**src/rtl/j_count_ctrl.sv**
```systemverilog
// j_count_ctrl
// Sequencing controller for a W-bit Johnson shift counter (j_count). The
// counter shifts Q <= {Q[W-2:0], din} on every rising clk; this block
// drives din and observes Q through q_in.
//
// Ports:
//   clk        system clock, rising edge
//   reset      asynchronous active-low reset
//   cmd_run    start stepping (accepted in IDLE)
//   cmd_load   start serial load of load_pat (accepted in IDLE)
//   cmd_stop   abort any operation, return to IDLE
//   load_pat   pattern captured when cmd_load is accepted
//   run_len    step count captured on cmd_run, 0 = free-run
//   q_in       parallel Q from j_count
//   din        serial input to j_count (combinational)
//   busy       high in any state other than IDLE
//   load_done  one-cycle pulse when a load completes
//   run_done   one-cycle pulse when a bounded run completes
//   phase      Johnson index of q_in, 0 when illegal
//   illegal    q_in is not one of the 2W Johnson codes
//   err_flag   sticky, set when RUN sees an illegal code
//
// state | meaning
// IDLE  | waiting for a command, din=0
// LOAD  | shifting pat_sr out MSB first for W cycles
// RUN   | Johnson stepping, din=~q_in[W-1]
// FLUSH | W cycles of din=0 to clear an illegal code, then back to RUN

module j_count_ctrl #(
   parameter int W     = 4,
   parameter int LEN_W = 8
) (
   input  logic                     clk,
   input  logic                     reset,
   input  logic                     cmd_run,
   input  logic                     cmd_load,
   input  logic                     cmd_stop,
   input  logic [W-1:0]             load_pat,
   input  logic [LEN_W-1:0]         run_len,
   input  logic [W-1:0]             q_in,
   output logic                     din,
   output logic                     busy,
   output logic                     load_done,
   output logic                     run_done,
   output logic [$clog2(2*W)-1:0]   phase,
   output logic                     illegal,
   output logic                     err_flag
);

   localparam int PW = $clog2(2*W);
   localparam int CW = (W > 2) ? $clog2(W) : 1;

   typedef enum logic [1:0] {
      IDLE  = 2'd0,
      LOAD  = 2'd1,
      RUN   = 2'd2,
      FLUSH = 2'd3
   } state_t;

   state_t            state;
   logic [W-1:0]      pat_sr;
   logic [CW-1:0]     bit_cnt;
   logic [LEN_W-1:0]  step_cnt;

   logic [PW:0]       ones;
   logic [PW:0]       trans;

   // A Johnson code has at most one transition between adjacent bits.
   // Codes with bit 0 set are on the rising half of the ring (index = ones),
   // the rest are on the falling half (index = 2W - ones, or 0 for all-zero).
   always_comb begin
      ones  = '0;
      trans = '0;
      for (int i = 0; i < W; i++) begin
         ones = ones + {{PW{1'b0}}, q_in[i]};
      end
      for (int i = 0; i < W-1; i++) begin
         trans = trans + {{PW{1'b0}}, q_in[i] ^ q_in[i+1]};
      end
      illegal = (trans > {{PW{1'b0}}, 1'b1});
      phase   = '0;
      if (!illegal) begin
         if (q_in[0]) begin
            phase = ones[PW-1:0];
         end else if (ones != '0) begin
            // PW'(2*W) wraps to 0 when 2W is a power of two; modulo math still holds
            phase = PW'(2*W) - ones[PW-1:0];
         end
      end
   end

   always_comb begin
      din = 1'b0;
      case (state)
         LOAD:    din = pat_sr[W-1];
         RUN:     din = ~q_in[W-1];
         default: din = 1'b0;
      endcase
   end

   always_ff @(posedge clk or negedge reset) begin
      if (!reset) begin
         state     <= IDLE;
         busy      <= 1'b0;
         load_done <= 1'b0;
         run_done  <= 1'b0;
         err_flag  <= 1'b0;
         pat_sr    <= '0;
         bit_cnt   <= '0;
         step_cnt  <= '0;
      end else begin
         load_done <= 1'b0;
         run_done  <= 1'b0;
         if (cmd_stop) begin
            state <= IDLE;
            busy  <= 1'b0;
         end else begin
            case (state)
               IDLE: begin
                  if (cmd_load) begin
                     state    <= LOAD;
                     busy     <= 1'b1;
                     pat_sr   <= load_pat;
                     bit_cnt  <= '0;
                     err_flag <= 1'b0;
                  end else if (cmd_run) begin
                     state    <= RUN;
                     busy     <= 1'b1;
                     step_cnt <= run_len;
                     err_flag <= 1'b0;
                  end
               end
               LOAD: begin
                  pat_sr <= {pat_sr[W-2:0], 1'b0};
                  if (bit_cnt == CW'(W-1)) begin
                     state     <= IDLE;
                     busy      <= 1'b0;
                     load_done <= 1'b1;
                  end else begin
                     bit_cnt <= bit_cnt + 1'b1;
                  end
               end
               RUN: begin
                  if (illegal) begin
                     state    <= FLUSH;
                     err_flag <= 1'b1;
                     bit_cnt  <= '0;
                  end else if (step_cnt != '0) begin
                     // step_cnt of 0 means free-run: no countdown, no done
                     step_cnt <= step_cnt - 1'b1;
                     if (step_cnt == LEN_W'(1)) begin
                        state    <= IDLE;
                        busy     <= 1'b0;
                        run_done <= 1'b1;
                     end
                  end
               end
               FLUSH: begin
                  if (bit_cnt == CW'(W-1)) begin
                     state <= RUN;
                  end else begin
                     bit_cnt <= bit_cnt + 1'b1;
                  end
               end
               default: begin
                  state <= IDLE;
                  busy  <= 1'b0;
               end
            endcase
         end
      end
   end

endmodule

```
**config.mk**
```make
export PLATFORM = sky130hd
export DESIGN_NAME = j_count_ctrl
export DESIGN_NICKNAME = d
export VERILOG_FILES = /design/src/rtl/j_count_ctrl.sv
export SDC_FILE = /design/constraint.sdc
export NUM_CORES = 1
export LEC_CHECK = 0
export BUFFER_PORTS_ARGS = -buffer_cell sky130_fd_sc_hd__buf_2
export CORE_ASPECT_RATIO = 0.6
export CORE_UTILIZATION = 35
export DETAILED_ROUTE_END_ITERATION = 8
export GPL_TIMING_DRIVEN = 0
export RECOVER_POWER = 25
export SLEW_MARGIN = 20
export SYNTH_ARGS = -nofsm -noshare
export SYNTH_HDL_FRONTEND = slang
export SYNTH_SLANG_ARGS = --single-unit
```
**constraint.sdc**
```tcl
create_clock -name clk -period 3.1 [get_ports clk]
set_clock_uncertainty 0.05 [all_clocks]
set_input_delay 0.775 -clock clk [delete_from_list [all_inputs] [get_ports clk]]
set_output_delay 0.775 -clock clk [all_outputs]
set_load 0.005 [all_outputs]
```
==> results.json, run 1 <==
{
  "core_mm2": 0.004121,
  "seq_area_frac_synth_pct": 33.25,
  "start_util_pct": 36.52,
  "layout-drive-gt1-share_pct": 28.00,
  "synth_cell_type_count": 50,
  "ys_warn_count": 0,
  "insertion_delay_ns": 0.26,
  "r2r_end": "step_cnt[1]",
  "drcViolationCount": 0,
  "antenna_found_initial": 0,
  "rows": 18,
  "vdd_drop_max_mv": 0.2350,
  "setup_viol": 3,
  "fin_ws_ns": -0.2955,
  "vias": 1269,
  "violations": "setup timing",
  "rsz0062_at_grt": "yes",
  "cts_max_level": 1,
  "ys_seq_elements": 20,
  "die_y_um": 52.80,
  "crit_path_end_kind": "primary output",
  "slew_headroom_pct": 27.96,
  "areaGrowthSynthToFinish_pct": 25.52,
  "grt_pass1_wl_mm": 5.727,
  "tightest_slew_ns": 1.081,
  "mappedNetlistArea_mm2": 0.001505,
  "rrSetupSlack_ns": 0.85,
  "hold_class": "flop to flop",
  "critical_path_required_ns": 2.27,
  "track_usage_pct": 16.57,
  "synth_common_cells": "dfrtp_1, inv_1, ha_1, mux2i_1, nor2_1",
  "cts.clk_slew.worst_paths_ns": 0.07,
  "fp.dieArea_mm2": 0.004575,
  "clockRootBuffer": "clkbuf_8",
  "firstDrtPassIters": 4,
  "syn-num-nets": 199,
  "fin_setup_tns_ns": -0.7268,
  "r2r_cells": 7,
  "yosysTopAreaCell": "dfrtp_1",
  "ant_nets": 0,
  "holdPathStages": 2,
  "syn_inst": 164,
  "drt_iter0_drc": 108,
  "post-place-ws_ns": -0.4219,
  "hp-start": "pat_sr[0]",
  "timing.final.hold_violations": 0,
  "post-route-period-util_pct": 109.5,
  "dp_hpwl_mm": 2.573,
  "async_flop_share_pct": 100.0,
  "min_to": "pat_sr[0]",
  "port_buffers": 28,
  "fillCellCount": 397,
  "vias_per_cell": 4.881,
  "fmax_mhz": 294.5,
  "cts_max_path_buffers": 2,
  "hold_slack_ns": 0.4669,
  "ys.flop_type": "dfrtp_1",
  "wirelength_mm": 3.317,
  "maxCapViolations": 0,
  "avgSynthCellArea_um2": 9.178,
  "cp-start-kind": "input pin",
  "clock-sinks": 20,
  "tritoncts": "yes",
  "grt_max_degree": 21,
  "finalMaxSlewViolations": 0,
  "run_status": "complete, but fails checks",
  "cellLeakagePower_nw": 0.9037,
  "timing.rr.start": "state[0]",
  "pin_count": 30,
  "synth_edf_count": 0,
  "post_drt_wl_per_cell_um": 12.76,
  "synth_top_area_share_pct": 33.25,
  "synth_area_leaders": "dfrtp_1, ha_1, mux2i_1, inv_1, o21ai_0",
  "power-per-cell-area_mw_per_mm2": 781.9,
  "crit_type": "input pin to primary output",
  "cp_max_fo": 2,
  "grt_pass1_vias": 1165,
  "worst_ep_arrival_time_ns": 2.57,
  "numCtsBuffers": 3,
  "finalCriticalPeriod_ns": 3.396,
  "synth_most_common_cell": "dfrtp_1",
  "diodes": 0,
  "nets": 236,
  "routabilityCongestion": 0.8145,
  "die_x_um": 86.66,
  "overflow": 0
}
worst max-delay path by stage:
stage / start / endpoint / slack (ns) / depth (start not counted)
final: q_in[3] / phase[2] / -0.30 / 12
after global routing: q_in[3] / phase[2] / -0.40 / 12
after CTS: q_in[3] / phase[2] / -0.30 / 12
after detailed placement: q_in[1] / phase[2] / -0.42 / 12
after global placement: q_in[1] / phase[2] / -0.42 / 12
after floorplan: q_in[1] / phase[2] / -0.10 / 10
per-layer routing:
layer	global-route usage [%]	wire length (um)	vias to the layer above
met5	0	0	-
met4	3.333	8	0
met3	2.835	120	2
met2	22.62	1239	25
met1	26.37	1948	580
li1	-	-	662
cell usage in the layout (no fill, tap or decap), types with 3 or more instances in the layout:
| master | Yosys | layout |
|---|---|---|
| mux2i_1 | 13 | 13 |
| a21oi_1 | 6 | 6 |
| buf_2 | 3 | 27 |
| inv_2 | 1 | 3 |
| clkbuf_1 | 2 | 3 |
| nand2b_1 | 3 | 3 |
| dfrtp_1 | 20 | 20 |
| ha_4 | 0 | 3 |
| nor2_1 | 13 | 13 |
| o21ai_0 | 10 | 10 |
| nand2_1 | 11 | 11 |
| inv_1 | 19 | 15 |
| buf_4 | 0 | 4 |
| buf_8 | 0 | 3 |
| nor3_1 | 3 | 3 |
| clkbuf_8 | 0 | 4 |
| o22ai_1 | 3 | 3 |
| ha_1 | 13 | 9 |
cells by family after synthesis:
group | after synthesis | share of synthesized area [%]
AOI/OAI and AO/OA | 39 | 17.96
xor gates and xnor gates | 2 | 1.164
adders and majority gates | 14 | 12.14
buffers and inverters | 26 | 6.733
DFF | 20 | 33.25
muxes | 15 | 10.14
and+or+nand+nor | 48 | 18.62
flip-flops by register name, indices dropped and copies added (netlist names):
name / count
state: 2
step_cnt: 8
err_flag: 1
load_done: 1
bit_cnt: 2
busy: 1
pat_sr: 4
run_done: 1
cell type report:
cell class              count  area (um^2)  share of cell area [%]
multi-input cells         118        948.4                   50.20
flip-flops and latches     20        500.5                   26.49
well taps                  60        75.07                   3.974
repair buffers             32        198.9                   10.53
inverters                  20        85.08                   4.503
clock buffers               4        55.05                   2.914
plain buffers               6        26.28                   1.391
power breakdown:
part	internal (mW)	total, mW	leakage, nW	switching, mW
logic	0.367	0.790	0.628	0.424
clock network	0.113	0.202	0.0288	0.0887
registers	0.372	0.485	0.246	0.113
repair_timing:
action / in CTS / in global routing
buffers inserted: 3 / 1
gates cloned: 0 / 0
endpoints found under the setup margin: 3 / 3
resized for setup: 10 / 0
hold buffers: 0 / 0
pin swaps: 6 / 2
critical path, stage by stage:
cell and delay (ns):
buf_8 0.08, inv_4 0.03, fa_1 0.52, inv_1 0.04, ha_2 0.19, ha_4 0.27
inv_2 0.04, ha_4 0.15, ha_4 0.20, mux2i_1 0.12, nor2_1 0.05, buf_2 0.12
stage by stage:
stage               instances  power, mW  util, %  cell area [um^2]
floorplan                 164      1.066        -              1558
global placement          252      1.263    43.02              1773
detailed placement        252      1.262    43.02              1773
CTS                       259      1.477    45.69              1883
global route              260      1.621    45.84              1889
finish                    260      1.477    45.84              1889
(Power assumes the default switching activity.)
==> run 2: changes to the inputs <==
--- a/config.mk
+++ b/config.mk
@@ -7,2 +7,3 @@
 export LEC_CHECK = 0
+export ABC_AREA = 1
 export BUFFER_PORTS_ARGS = -buffer_cell sky130_fd_sc_hd__buf_2
==> constraint.sdc (replaced) <==
create_clock -name clk -period 3.1 [get_ports clk]
set_clock_uncertainty 0.05 [all_clocks]
set_input_delay 0.155 -clock clk [delete_from_list [all_inputs] [get_ports clk]]
set_output_delay 0.155 -clock clk [all_outputs]
set_load 0.005 [all_outputs]
==> results.json, run 2 <==
{
  "vdd_drop_max_mv": 0.3774,
  "areaGrowthSynthToFinish_pct": 16.83,
  "tritoncts": "yes",
  "syn_inst": 215,
  "largest_register_ffs": 8,
  "critPathBufInv": 5,
  "fmax_mhz": 400.6,
  "core_mm2": 0.004212,
  "fin_setup_tns_ns": 0,
  "finalMaxSlewViolations": 0,
  "min_to": "pat_sr[0]",
  "drt_iter0_drc": 67,
  "post_cts_buffers": 0,
  "hp-start": "load_pat[0]",
  "synth_most_common_cell": "nand2_1",
  "ctsResizeCount": 0,
  "start_util_pct": 37.43,
  "post_drt_wl_per_cell_um": 11.05,
  "firstDrtPassIters": 4,
  "cts_max_level": 1,
  "final_common_cell": "nand2_1",
  "fillCellCount": 463,
  "synth_common_cells": "nand2_1, inv_1, dfrtp_1",
  "worst_path_largest_cell_delay_ns": 0.54,
  "crit_type": "input pin to primary output",
  "yosysTopAreaCell": "dfrtp_1",
  "avgSynthCellArea_um2": 7.333,
  "async_flop_share_pct": 100.0,
  "hold_class": "input pin to flop",
  "vias": 1393,
  "diodes": 0,
  "timing.rr.start": "state[0]",
  "routabilityCongestion": 0.7830,
  "synth_cell_type_count": 29,
  "rows": 18,
  "synth_area_leaders": "dfrtp_1, nand2_1, ha_1, inv_1, nand3_1",
  "critical_path_depth": 12,
  "port_buffers": 28,
  "cp_max_fo": 5,
  "design_area_mm2": 0.001842,
  "track_usage_pct": 17.30,
  "wirelength_mm": 3.393,
  "placed_cell_area_mm2": 0.001792,
  "overflow": 0,
  "finalCriticalPeriod_ns": 2.496,
  "worst_ep_arrival_time_ns": 2.29,
  "tightest_slew_ns": 1.149,
  "die_x_um": 88.65,
  "crit_path_end_kind": "primary output",
  "rrSetupSlack_ns": 1.27,
  "die_y_um": 53.99,
  "insertion_delay_ns": 0.26,
  "ant_nets": 0,
  "syn-num-nets": 250,
  "nets": 284,
  "cts.clk_slew.worst_paths_ns": 0.08,
  "crit_slowest_cell": "fa_1",
  "synth_edf_count": 0,
  "seq_area_frac_synth_pct": 31.75,
  "critPathTopFamily": "adder cells",
  "critPathMostFrequentCell": "ha_1",
  "cellLeakagePower_nw": 0.9728,
  "ys_seq_elements": 20,
  "setup_viol": 0,
  "register_area_um2": 500.5,
  "r2r_cells": 9,
  "clock-sinks": 20,
  "power-per-cell-area_mw_per_mm2": 826.5,
  "timing.final.hold_violations": 0,
  "layout_common_cells": "nand2_1, inv_1, buf_2",
  "drcViolationCount": 0,
  "multi_input_area_um2": 929.6,
  "ys.flop_type": "dfrtp_1",
  "top_register": "step_cnt",
  "grt_pass1_vias": 1294,
  "cts_max_path_buffers": 2,
  "grt_pass1_wl_mm": 6.058,
  "mappedNetlistArea_mm2": 0.001577,
  "vias_per_cell": 4.537,
  "cp-start-kind": "input pin",
  "top_regs": "step_cnt x8, pat_sr x4",
  "maxCapViolations": 0,
  "path_cells": "buf_2 > inv_1 > fa_1 > inv_1 > ha_1 > ha_1 > inv_1 > ha_1 > ha_1 > nor2_1 > a211oi_1 > buf_2",
  "holdPathStages": 3,
  "pin_count": 30,
  "clockRootBuffer": "clkbuf_8",
  "critical_path_required_ns": 2.89,
  "post-route-period-util_pct": 80.52,
  "cts_hold_buf": 1,
  "fp.dieArea_mm2": 0.004786,
  "slew_headroom_pct": 23.38,
  "ys_warn_count": 0,
  "run_status": "finished, final reports clean",
  "antenna_found_initial": 0,
  "dp_hpwl_mm": 2.718,
  "numCtsBuffers": 3,
  "rsz0062_at_grt": "no",
  "synth_top_area_share_pct": 31.75,
  "r2r_end": "state[1]",
  "layout-drive-gt1-share_pct": 23.08,
  "grt_max_degree": 21
}
run 2: cell count changes after synthesis, moves of 4 or more:
cell,before,now
nand3_1,2,11
nand2_1,11,67
inv_1,19,29
mux2i_1,13,0
o21ai_2,0,4
nand2_2,0,6
run 2: power breakdown:
part | internal [mW] | switching [mW] | total (mW)
clock network | 0.0869 | 0.0925 | 0.179
registers | 0.371 | 0.0987 | 0.470
logic | 0.329 | 0.544 | 0.873
run 2: logic make-up (layout without fill, tap and decap cells):
family | after synthesis | count (layout) | synth area share (%)
AOI/OAI and AO/OA | 34 | 34 | 13.17
DFF | 20 | 20 | 31.75
and+or+nand+nor | 112 | 112 | 33.65
adders and majority gates | 14 | 14 | 11.59
buffers and inverters | 34 | 66 | 9.286
xor gates and xnor gates | 1 | 1 | 0.5557
run 2: area by class of cell:
type	instances	area share, %
inverter	31	6.318
buffer	3	1.630
tap	60	4.076
timing repair buffer	29	8.084
sequential	20	27.17
clock buffer	3	2.242
multi-input combinational	161	50.48
run 2: worst max-delay path by stage:
stage                 start  slack (ns)  endpoint
floorplan           q_in[0]        0.93  phase[2]
global placement    q_in[0]        0.63  phase[2]
detailed placement  q_in[0]        0.60  phase[2]
CTS                 q_in[0]        0.60  phase[2]
global route        q_in[0]        0.45  phase[2]
finish              q_in[0]        0.60  phase[2]
run 2: per-stage QoR:
| step | worst slack, ns | power [mW] | utilization [%] | hold slack [ns] | cells |
|---|---|---|---|---|---|
| 2_1_floorplan | 0.9311 | 1.135 | - | -0.1906 | 215 |
| 3_3_place_gp | 0.6308 | 1.343 | 42.54 | 0.1027 | 303 |
| 3_5_place_dp | 0.6044 | 1.349 | 42.54 | 0.09614 | 303 |
| 4_1_cts | 0.5995 | 1.533 | 43.76 | 0.08499 | 307 |
| 5_1_grt | 0.4480 | 1.707 | 43.73 | 0.09968 | 307 |
| 6_report | 0.6039 | 1.522 | 43.73 | 0.08247 | 307 |
run 2: tightest hold or removal path, stage by stage:
cell and delay, ns:
buf_2 0.08, nand3_1 0.06, o21ai_0 0.07
run 2: routing by layer:
| metal | track usage (%) | wire (um) | vias up |
|---|---|---|---|
| li1 | - | - | 747 |
| met1 | 25.61 | 1978 | 615 |
| met2 | 25.51 | 1280 | 27 |
| met3 | 3.681 | 113 | 4 |
| met4 | 4.032 | 20 | 0 |
| met5 | 0 | 0 | - |
